**config.mk**
```make
export PLATFORM = sky130hd
export DESIGN_NAME = mul_seq
export DESIGN_NICKNAME = d
export VERILOG_FILES = /design/src/rtl/mera_alu_pkg.sv /design/src/rtl/mul_seq.sv
export SDC_FILE = /design/constraint.sdc
export NUM_CORES = 1
export LEC_CHECK = 0
export CELL_PAD_IN_SITES_DETAIL_PLACEMENT = 1
export CELL_PAD_IN_SITES_GLOBAL_PLACEMENT = 1
export CORE_MARGIN = 2
export CORE_UTILIZATION = 39
export DETAILED_ROUTE_END_ITERATION = 7
export GPL_ROUTABILITY_DRIVEN = 0
export PLACE_DENSITY_LB_ADDON = 0.1
export SYNTH_ARGS = -nofsm -noshare
export SYNTH_HDL_FRONTEND = slang
export SYNTH_SLANG_ARGS = --single-unit
```
**constraint.sdc**
```tcl
create_clock -name clk_sys -period 2.71 [get_ports clk_sys]
set_input_delay 0.813 -clock clk_sys [delete_from_list [all_inputs] [get_ports clk_sys]]
set_output_delay 0.813 -clock clk_sys [all_outputs]
set_load 0.03 [all_outputs]
```
**src/rtl/mera_alu_pkg.sv**
```systemverilog
// Shared constants for the cascaded 4-bit ALU slices and the multiplier FSM state type.
package mera_alu_pkg;

   localparam logic [3:0] ALU_S_ADD   = 4'b1001;
   localparam logic       ALU_M_ARITH = 1'b0;
   localparam logic       ALU_CN_NONE = 1'b1;

   typedef enum logic {
      ST_IDLE = 1'b0,
      ST_RUN  = 1'b1
   } mul_state_e;

endpackage

```
**src/rtl/mul_seq.sv**
```systemverilog
// Sequential shift-add unsigned multiplier using externally instantiated 4-bit ALU slices.
// Optional macro MUL_OVF_EN enables the registered high-product-half overflow flag.
module mul_seq
   import mera_alu_pkg::*;
#(
   parameter int unsigned WIDTH = 16
) (
   input  logic               clk_sys,
   input  logic               clr_,
   input  logic               start,
   input  logic [WIDTH-1:0]   mcand,
   input  logic [WIDTH-1:0]   mplier,
   output logic [WIDTH-1:0]   alu_a,
   output logic [WIDTH-1:0]   alu_b,
   output logic [3:0]         alu_s,
   output logic               alu_m,
   output logic               alu_cn_,
   input  logic [WIDTH-1:0]   alu_f,
   input  logic               alu_cn4_,
   output logic               busy,
   output logic               done,
   output logic [2*WIDTH-1:0] prod,
   output logic               ovf
);

   localparam int unsigned CW = $clog2(WIDTH) + 1;

   mul_state_e         r_state;
   mul_state_e         w_state_nxt;
   logic [CW-1:0]      r_cnt;
   logic [WIDTH-1:0]   r_acc;
   logic [WIDTH-1:0]   r_mreg;
   logic [WIDTH-1:0]   r_mcand;
   logic [2*WIDTH-1:0] r_prod;
   logic               r_done;
   logic               w_load;
   logic               w_last;
   logic [2*WIDTH-1:0] w_step;

   always_ff @(posedge clk_sys or negedge clr_) begin
      if (!clr_) r_state <= ST_IDLE;
      else       r_state <= w_state_nxt;
   end

   always_comb begin
      w_state_nxt = r_state;
      w_load      = 1'b0;
      w_last      = 1'b0;
      case (r_state)
         ST_IDLE: begin
            if (start) begin
               w_load      = 1'b1;
               w_state_nxt = ST_RUN;
            end
         end
         ST_RUN: begin
            if (r_cnt == CW'(1)) begin
               w_last      = 1'b1;
               w_state_nxt = ST_IDLE;
            end
         end
         default: w_state_nxt = ST_IDLE;
      endcase
   end

   // Adder carry becomes the new accumulator MSB so the shifted sum loses nothing.
   always_comb begin
      if (r_mreg[0]) w_step = {~alu_cn4_, alu_f, r_mreg[WIDTH-1:1]};
      else           w_step = {1'b0, r_acc, r_mreg[WIDTH-1:1]};
   end

   always_ff @(posedge clk_sys or negedge clr_) begin
      if (!clr_) begin
         r_cnt   <= '0;
         r_acc   <= '0;
         r_mreg  <= '0;
         r_mcand <= '0;
         r_prod  <= '0;
         r_done  <= 1'b0;
      end else begin
         r_done <= w_last;
         if (w_load) begin
            r_mcand <= mcand;
            r_mreg  <= mplier;
            r_acc   <= '0;
            r_cnt   <= CW'(WIDTH);
         end else if (r_state == ST_RUN) begin
            {r_acc, r_mreg} <= w_step;
            r_cnt           <= r_cnt - CW'(1);
         end
         if (w_last) r_prod <= w_step;
      end
   end

`ifdef MUL_OVF_EN
   logic r_ovf;

   always_ff @(posedge clk_sys or negedge clr_) begin
      if (!clr_)       r_ovf <= 1'b0;
      else if (w_last) r_ovf <= |w_step[2*WIDTH-1:WIDTH];
   end

   assign ovf = r_ovf;
`else
   assign ovf = 1'b0;
`endif

   assign alu_a   = r_acc;
   assign alu_b   = r_mcand;
   assign alu_s   = ALU_S_ADD;
   assign alu_m   = ALU_M_ARITH;
   assign alu_cn_ = ALU_CN_NONE;
   assign busy    = (r_state == ST_RUN);
   assign done    = r_done;
   assign prod    = r_prod;

endmodule
```
==> flow_metrics.tcl <==
set metrics [dict create \
    cts_max_path_buffers 2 \
    fin_util_pct 56.23 \
    start_kind "register" \
    r2r_end "prod[24]" \
    design_area_mm2 0.005245 \
    die_w_um 102.6 \
    slowest_delay_ps 690 \
    worstPathArrival_ps 1420 \
    endpoint_kind "output pin" \
    finalNonFillerCells 549 \
    path_cells "clkdlybuf4s50_1" \
    p_per_area_mw_per_mm2 1250 \
    fill_cells 997 \
    core_region_area_mm2 0.009328 \
    fin_crit_sh_pct 82.51 \
    worstRegToRegCells 6 \
    first_iter_violations 79 \
    maxCapViolCount 0 \
    port_buffers 117 \
    status "finished clean" \
    ff2ff_setup_slack_ps 630 \
    cts_resized 0 \
    die_h_um 102.6 \
    cts_tree "yes" \
    crit_cells 1 \
    slew_headroom_pct 43.39 \
    placed_area_mm2 0.005055 \
    timing.final.ws_setup_ps 473.9 \
    tightest_slew_ps 849.1 \
    grt_max_degree 48 \
    peakVddDrop_mv 0.5675 \
    grt_pass1_vias 2889 \
    p_leak_nw 2.342 \
    rsz0062_at_grt "false" \
    ys_warn_count 0 \
    layout_common_cells "clkdlybuf4s50_1, dfrtp_1, mux2_2" \
    cts.sinks 87 \
    initial_core_util_pct 40.67 \
    dieArea_mm2 0.01053 \
    synth_edf_count 0 \
    post-cts-setup-buffers 0 \
    hold_class "in -> async" \
    vias_per_cell 4.776 \
    track_usage_pct 18.17 \
    crit_buf_inv 1 \
    drtAntennaViolNets 0 \
    placed_cells 533 \
    gr-total-overflow 0 \
    grt_antenna_before_repair 0 \
    timing.rr.start "r_cnt[1]" \
    num_vias 2622 \
    cts_made_buffers 9 \
    critPathTopFamily "buffers and inverters" \
    fmax_mhz 447.2 \
    crit_path_max_fanout 3 \
    post-route-drc-count 0 \
    drtPass1Iterations 4 \
    syn_area_mm2 0.003794 \
    synth_area_per_cell_um2 12.69 \
    seq_area_frac_synth_pct 57.39 \
    crit_slowest_cell "clkdlybuf4s50_1" \
    synthArstFlopShare_pct 100.0 \
    layout.area.seq_mm2 0.002178 \
    mostFrequentLayoutCell "clkdlybuf4s50_1" \
    cts_root_buf "clkbuf_8" \
    required_ps 1900 \
    synth_cells 299 \
    wl_mm 9.091 \
    grt_pass1_wl_mm 14.59 \
    hold_viol 0 \
    place_ws_ps 623.7 \
    multi_input_area_mm2 0.001459 \
    syn_to_final_growth_pct 38.26 \
    fin_tns_setup_ps 0 \
    yosys_most_used_dff "dfrtp_1" \
    drv_slew 0 \
    pin_count 125 \
    path_class "reg -> out" \
    whs_ps 469.7 \
    insertion_delay_ps 340 \
    rows 35 \
    power_mw 6.554 \
    cts_htree_levels 3 \
    ys_seq_elements 87 \
    wire_per_inst_um 16.56 \
    setup_viol 0 \
    hpwl_mm 6.432 \
    fin_worst_skew_ps 12.63 \
    ys_types 25 \
    nets 469 \
    min_period_ps 2236 \
    hold_buffers 0 \
    drive_above_1_share_pct 21.43 \
    clkSlewWorstSetupHoldPaths_ps 90 \
    n_antenna_cell 0 \
]
-- routing by layer --
layer / up-vias / track usage, % / routed length, µm
li1: 1229 / - / -
met1: 1306 / 23.01 / 3934
met2: 78 / 30.32 / 4446
met3: 9 / 4.610 / 599
met4: 0 / 6.462 / 111
met5: - / 0 / 0
-- cell families after synthesis --
| family | after synthesis | synth area share, % |
|---|---|---|
| AOI/OAI and AO/OA | 37 | 4.980 |
| buffers and inverters | 29 | 4.650 |
| DFF | 87 | 57.39 |
| xor gates and xnor gates | 3 | 0.6927 |
| other | 2 | 0.1980 |
| muxes | 80 | 24.21 |
| and+or+nand+nor | 59 | 7.223 |
| adders and majority gates | 2 | 0.6595 |
-- worst max path at each step --
stage,to,startpoint,slack [ps]
after CTS,busy,busy,430
final,alu_a[2],alu_a[2],470
after global routing,alu_a[14],alu_a[14],400
after floorplan,alu_b[10],start,750
after detailed placement,prod[24],r_cnt[1],620
after global placement,prod[20],r_cnt[1],690
-- synth_stat cells (3+ instances only) --
library cell   n  share of area (%)
dfrtp_1       87                 57
mux2_2        54                 16
nand2_1       36                3.6
o21ai_0       35                4.6
mux2i_1       16                4.2
nand2b_1      15                2.5
mux2_4        10                4.0
clkbuf_1       8               0.79
buf_4          7                1.4
buf_2          4               0.53
buf_1          3               0.30
inv_1          3               0.30
xnor2_1        3               0.69
-- layout make-up --
class                   count  share of cell area, %
clock inverters             4                 0.8588
flip-flops and latches     87                  41.53
inverters                   4                 0.3817
repair buffers            125                  23.57
multi-input cells         188                  27.81
clock buffers              12                  2.767
well taps                 129                  3.077
-- power breakdown --
group | internal [mW] | switching, mW | total (mW)
Combinational | 1.55 | 1.71 | 3.26
Clock | 0.448 | 0.441 | 0.890
Sequential | 1.93 | 0.482 | 2.41
-- state kept, by name, summed over array words and instances, names as in the netlist --
signal,count
busy,1
prod,32
alu_a,16
alu_b,16
done,1
r_mreg,16
r_cnt,5
Note: power is estimated with default switching activity, not from simulation.
==> patch 1, RTL diff (same settings) <==
Remove the register `r_done`: a continuous assignment takes its place, so the output `done` follows one clock earlier.
--- a/src/rtl/mul_seq.sv
+++ b/src/rtl/mul_seq.sv
@@ -76,9 +76,7 @@
          r_mreg  <= '0;
          r_mcand <= '0;
          r_prod  <= '0;
-         r_done  <= 1'b0;
       end else begin
-         r_done <= w_last;
          if (w_load) begin
             r_mcand <= mcand;
             r_mreg  <= mplier;
@@ -91,6 +89,8 @@
          if (w_last) r_prod <= w_step;
       end
    end
+
+   assign r_done = w_last;
 
 `ifdef MUL_OVF_EN
    logic r_ovf;
Formal check against the unedited RTL: no difference found for any inputs over 10 cycles, from zero or initial values; that may be too few to reach the edited logic, so the function may still have changed.
==> patch 1 against the original RTL <==
Wire length is 1.7% lower. Final area about the same. Final cell count is the same. Critical path depth up 5. Global-route usage fell by 0.11 points. Total power is 0.11% higher. Setup slack lost 290 ps. Hold slack worse by 36 ps. Combinational power is 2% higher. Synthesized cell count shrank 0.33%. Sequential cell count decreased by 1. Synthesized area shrank 0.66%. Critical path type unchanged. Highest routed layer unchanged.
==> patch 1: results (changes against the original RTL) <==
sh_seq_area_pct: 41.1  # was 41.5%
grt_max_degree: 69  # was 48
nNonClkBuffers: 126  # was 125
comb_power_w: 0.00332  # was 0.00326 W
crit_fanout: 3  # unchanged
reg2regPathDepth: 7  # was 6
post-cts-setup-buffer-count: 1  # was 0
p_leak_nw: 2.33  # was 2.34 nW
synth_area_leaders: "dfrtp_1 57%, mux2_2 16%, o21ai_0 4.6%, mux2i_1 4.2%, mux2_4 4.0%"  # unchanged
gr-usage-all-layers_pct: 18.1  # was 18.2%
grtUsageMet1_pct: 22.5  # was 23.0%
place_ws_ps: 363  # was 624 ps
dpl.hpwl_um: 6180  # was 6430 µm
slowest_stage: "or4_1"  # was clkdlybuf4s50_1
grt_pass1_vias: 2931  # was 2889
multi_input_area_share_pct: 27.8  # about the same
grt_use_met3_pct: 4.38  # was 4.61%
ys_top_cells_by_count: "86 x dfrtp_1, 54 x mux2_2, 36 x nand2_1, 35 x o21ai_0, 16 x mux2i_1"  # was 87 x dfrtp_1, 54 x mux2_2, 36 x nand2_1, 35 x o21ai_0, 16 x mux2i_1
p_seq_w: 0.00231  # was 0.00241 W
reg2reg_to: "prod[24]"  # unchanged
dr.pass1.iters: 5  # was 4
wl_um: 8930  # was 9090 µm
clk_share_pct: 3.98  # was 3.63%
drive_gt1_share_pct: 22.4  # was 21.4%
routed-wl-met2_um: 4520  # was 4450 µm
yosys_register_bits: 86  # was 87
nonClkBufAreaFrac_pct: 23.7  # was 23.6%
drt_iter0_markers: 67  # was 79
swShare_pct: 40.0  # was 40.2%
irDropWorstVdd_mv: 0.606  # was 0.568 mV
hold_ws_ps: 433  # was 470 ps
path_delay_family: "simple AND/OR/NAND/NOR gates"  # was buffers and inverters
grt_pass1_wl_um: 14700  # was 14600 µm
grt_util_met2_pct: 31.2  # was 30.3%
dr_total_vias: 2616  # was 2622
tightest_slew_ps: 625  # was 849 ps
wl_met1_um: 3880  # was 3930 µm
ys_seq_area_share_pct: 57.1  # was 57.4%
cp_data_arrival_time_ps: 1720  # was 1420 ps
p_per_area_mw_per_mm2: 1250  # about the same
io_buffers: 117  # unchanged
cpPeakStageDelay_ps: 480  # was 690 ps
largest_reg_flops: 32  # unchanged
regToRegSetupSlack_ps: 720  # was 630 ps
outcome: "finished, final reports clean"  # unchanged
routed-wl-met3_um: 465  # was 599 µm
-- patch 1: changes by cell type after synthesis, sizes merged --
cell   unedited run  this run
dfrtp            87        86
-- patch 1: cell families (layout without fill, tap and decap cells) --
kind of cell	count (synthesis)	in the layout	share of synthesized area [%]
compound gates	37	37	5.01
xor+xnor	3	3	0.697
fa+ha+maj	2	2	0.664
buf+inv	29	146	4.68
flops	86	86	57.1
mux	80	80	24.4
other cells	2	7	0.199
simple gates	59	59	7.27
-- patch 1: worst max path at each step --
| stage | cells after the start | endpoint | slack (ps) |
|---|---|---|---|
| global placement | 6 | done | 400 |
| detailed placement | 6 | done | 360 |
| floorplan | 5 | done | 470 |
| CTS | 6 | done | 150 |
| global route | 6 | done | 90 |
| finish | 6 | done | 180 |
-- patch 1: through the flow --
| step | instances | cell area [µm²] |
|---|---|---|
| floorplan | 303 | 3790 |
| global placement | 532 | 5030 |
| detailed placement | 532 | 5030 |
| CTS | 549 | 5240 |
| global route | 549 | 5240 |
| finish | 549 | 5240 |
==> patch 2, RTL diff (config.mk and constraints unchanged) <==
Made on the original files. Add a define of `MUL_OVF_EN`.
--- a/src/rtl/mul_seq.sv
+++ b/src/rtl/mul_seq.sv
@@ -1,5 +1,7 @@
 // Sequential shift-add unsigned multiplier using externally instantiated 4-bit ALU slices.
 // Optional macro MUL_OVF_EN enables the registered high-product-half overflow flag.
+`define MUL_OVF_EN
+
 module mul_seq
    import mera_alu_pkg::*;
 #(
Check against the original RTL: no difference found for any inputs over 10 cycles, from zero or initial values; that may be too few to reach the edited logic, so the function may still have changed.
==> patch 2 against the original RTL <==
Clock power barely moved. Critical path depth did not move. Synthesized area rose by 2.3%. Setup slack got worse by 52 ps. Non-clock buffer count rose by 1. Total power rose by 2.1%. Sequential cell count rose by 1. Largest cell class unchanged. Via count rose by 9.0%. Hold slack got worse by 8.2 ps. Wire length rose by 6.4%. Final area rose by 1.6%. Fmax fell by 2.3%.
==> patch 2: results (changes against the original RTL) <==
nets: 489  # was 469
final_cells: 572  # was 549
ys_seq_area_share_pct: 56.7  # was 57.4%
p_seq_w: 0.00248  # was 0.00241 W
synth_fa_ha_area_share_pct: 0.645  # was 0.660%
outcome: "finished, final reports clean"  # unchanged
dpl.hpwl_um: 7070  # was 6430 µm
wl_um: 9670  # was 9090 µm
grt_pass1_wl_um: 16000  # was 14600 µm
clock_latency_ps: 340  # about the same
synth_compound_area_share_pct: 7.61  # was 4.98%
tightest_slew_ps: 638  # was 849 ps
dr_total_vias: 2857  # was 2622
grt_pass1_vias: 3090  # was 2889
ys_types: 28  # was 25
p_switching_w: 0.00278  # was 0.00264 W
comb_power_w: 0.00333  # was 0.00326 W
fin_skew_ps: 8.74  # was 12.6 ps
cts_root_buf: "clkbuf_8"  # unchanged
io_buffers: 118  # was 117
synth_area_leaders: "dfrtp_1 57%, mux2_4 8.9%, mux2i_1 8.0%, o21ai_0 6.7%, nand2_1 3.7%"  # was dfrtp_1 57%, mux2_2 16%, o21ai_0 4.6%, mux2i_1 4.2%, mux2_4 4.0%
drt_iter0_markers: 80  # was 79
dp_cells: 557  # was 533
reg2regPathDepth: 3  # was 6
synthCells: 320  # was 299
irDropWorstVdd_mv: 0.474  # was 0.568 mV
gr-usage-all-layers_pct: 18.6  # was 18.2%
ys_top_cells_by_count: "88 x dfrtp_1, 52 x o21ai_0, 38 x nand2_1, 31 x mux2i_1, 23 x mux2_4"  # was 87 x dfrtp_1, 54 x mux2_2, 36 x nand2_1, 35 x o21ai_0, 16 x mux2i_1
synth-xor-area-share_pct: 0.677  # was 0.693%
muxShareOfSynthArea_pct: 19.2  # was 24.2%
cpPeakStageDelay_ps: 700
crit_fanout: 4  # was 3
grt_max_degree: 47  # was 48
dr.pass1.iters: 4  # unchanged
p_leak_nw: 2.35  # was 2.34 nW
drive_gt1_share_pct: 13.2  # was 21.4%
## patch 2: cell count changes in the layout (fill, tap and decap cells not counted), sizes merged, moves of 4 or more
cell    before  now
o21ai       35   52
mux2i       16   31
nand2b      15    1
mux2        64   31
nor4         0    4
nand3b       0   15
## patch 2: per-layer routing
layer | up-vias | GRT usage [%] | part of all wire (%)
met3 | 9 | 4.22 | 5.4
met1 | 1444 | 24.6 | 46
met5 | - | 0 | 0
met4 | 0 | 6.08 | 1.0
li1 | 1326 | - | -
met2 | 78 | 30.5 | 48
## patch 2: worst reg2reg max path, stage by stage (launching register included)
cell and delay (ps):
dfrtp_1 670, nand4b_4 430, buf_4 350, mux2_4 310
## patch 2: layout make-up
type / instances / area [µm²]
Inverter: 5 / 18.8
Clock buffer: 12 / 145
Multi-Input combinational cell: 205 / 1510
Tap cell: 133 / 166
Clock inverter: 3 / 42.5
Fill cell: 1047 / 4400
Timing Repair Buffer: 126 / 1240
Sequential cell: 88 / 2200
## patch 2: through the flow
stage / instance area (µm²) / power [W] / hold slack, ps / setup WS, ps
after floorplan: 3900 / 0.00444 / 467 / 867
after global placement: 5140 / 0.00578 / 464 / 355
after detailed placement: 5140 / 0.00587 / 477 / 374
after CTS: 5330 / 0.00678 / 465 / 394
after global routing: 5330 / 0.00711 / 486 / 368
final: 5330 / 0.00669 / 462 / 422
## patch 2: worst paths after layout
kind | slack [ps] | to | start
worst min-delay path | 460 | prod[22] | clr_
worst min register to register | 480 | prod[24] | prod[24]
worst max register to register | 850 | prod[10] | busy
max in group asynchronous | 1600 | r_mreg[12] | clr_
min in group clk_sys | 480 | prod[24] | prod[24]
worst max-delay path | 420 | alu_a[11] | alu_a[11]
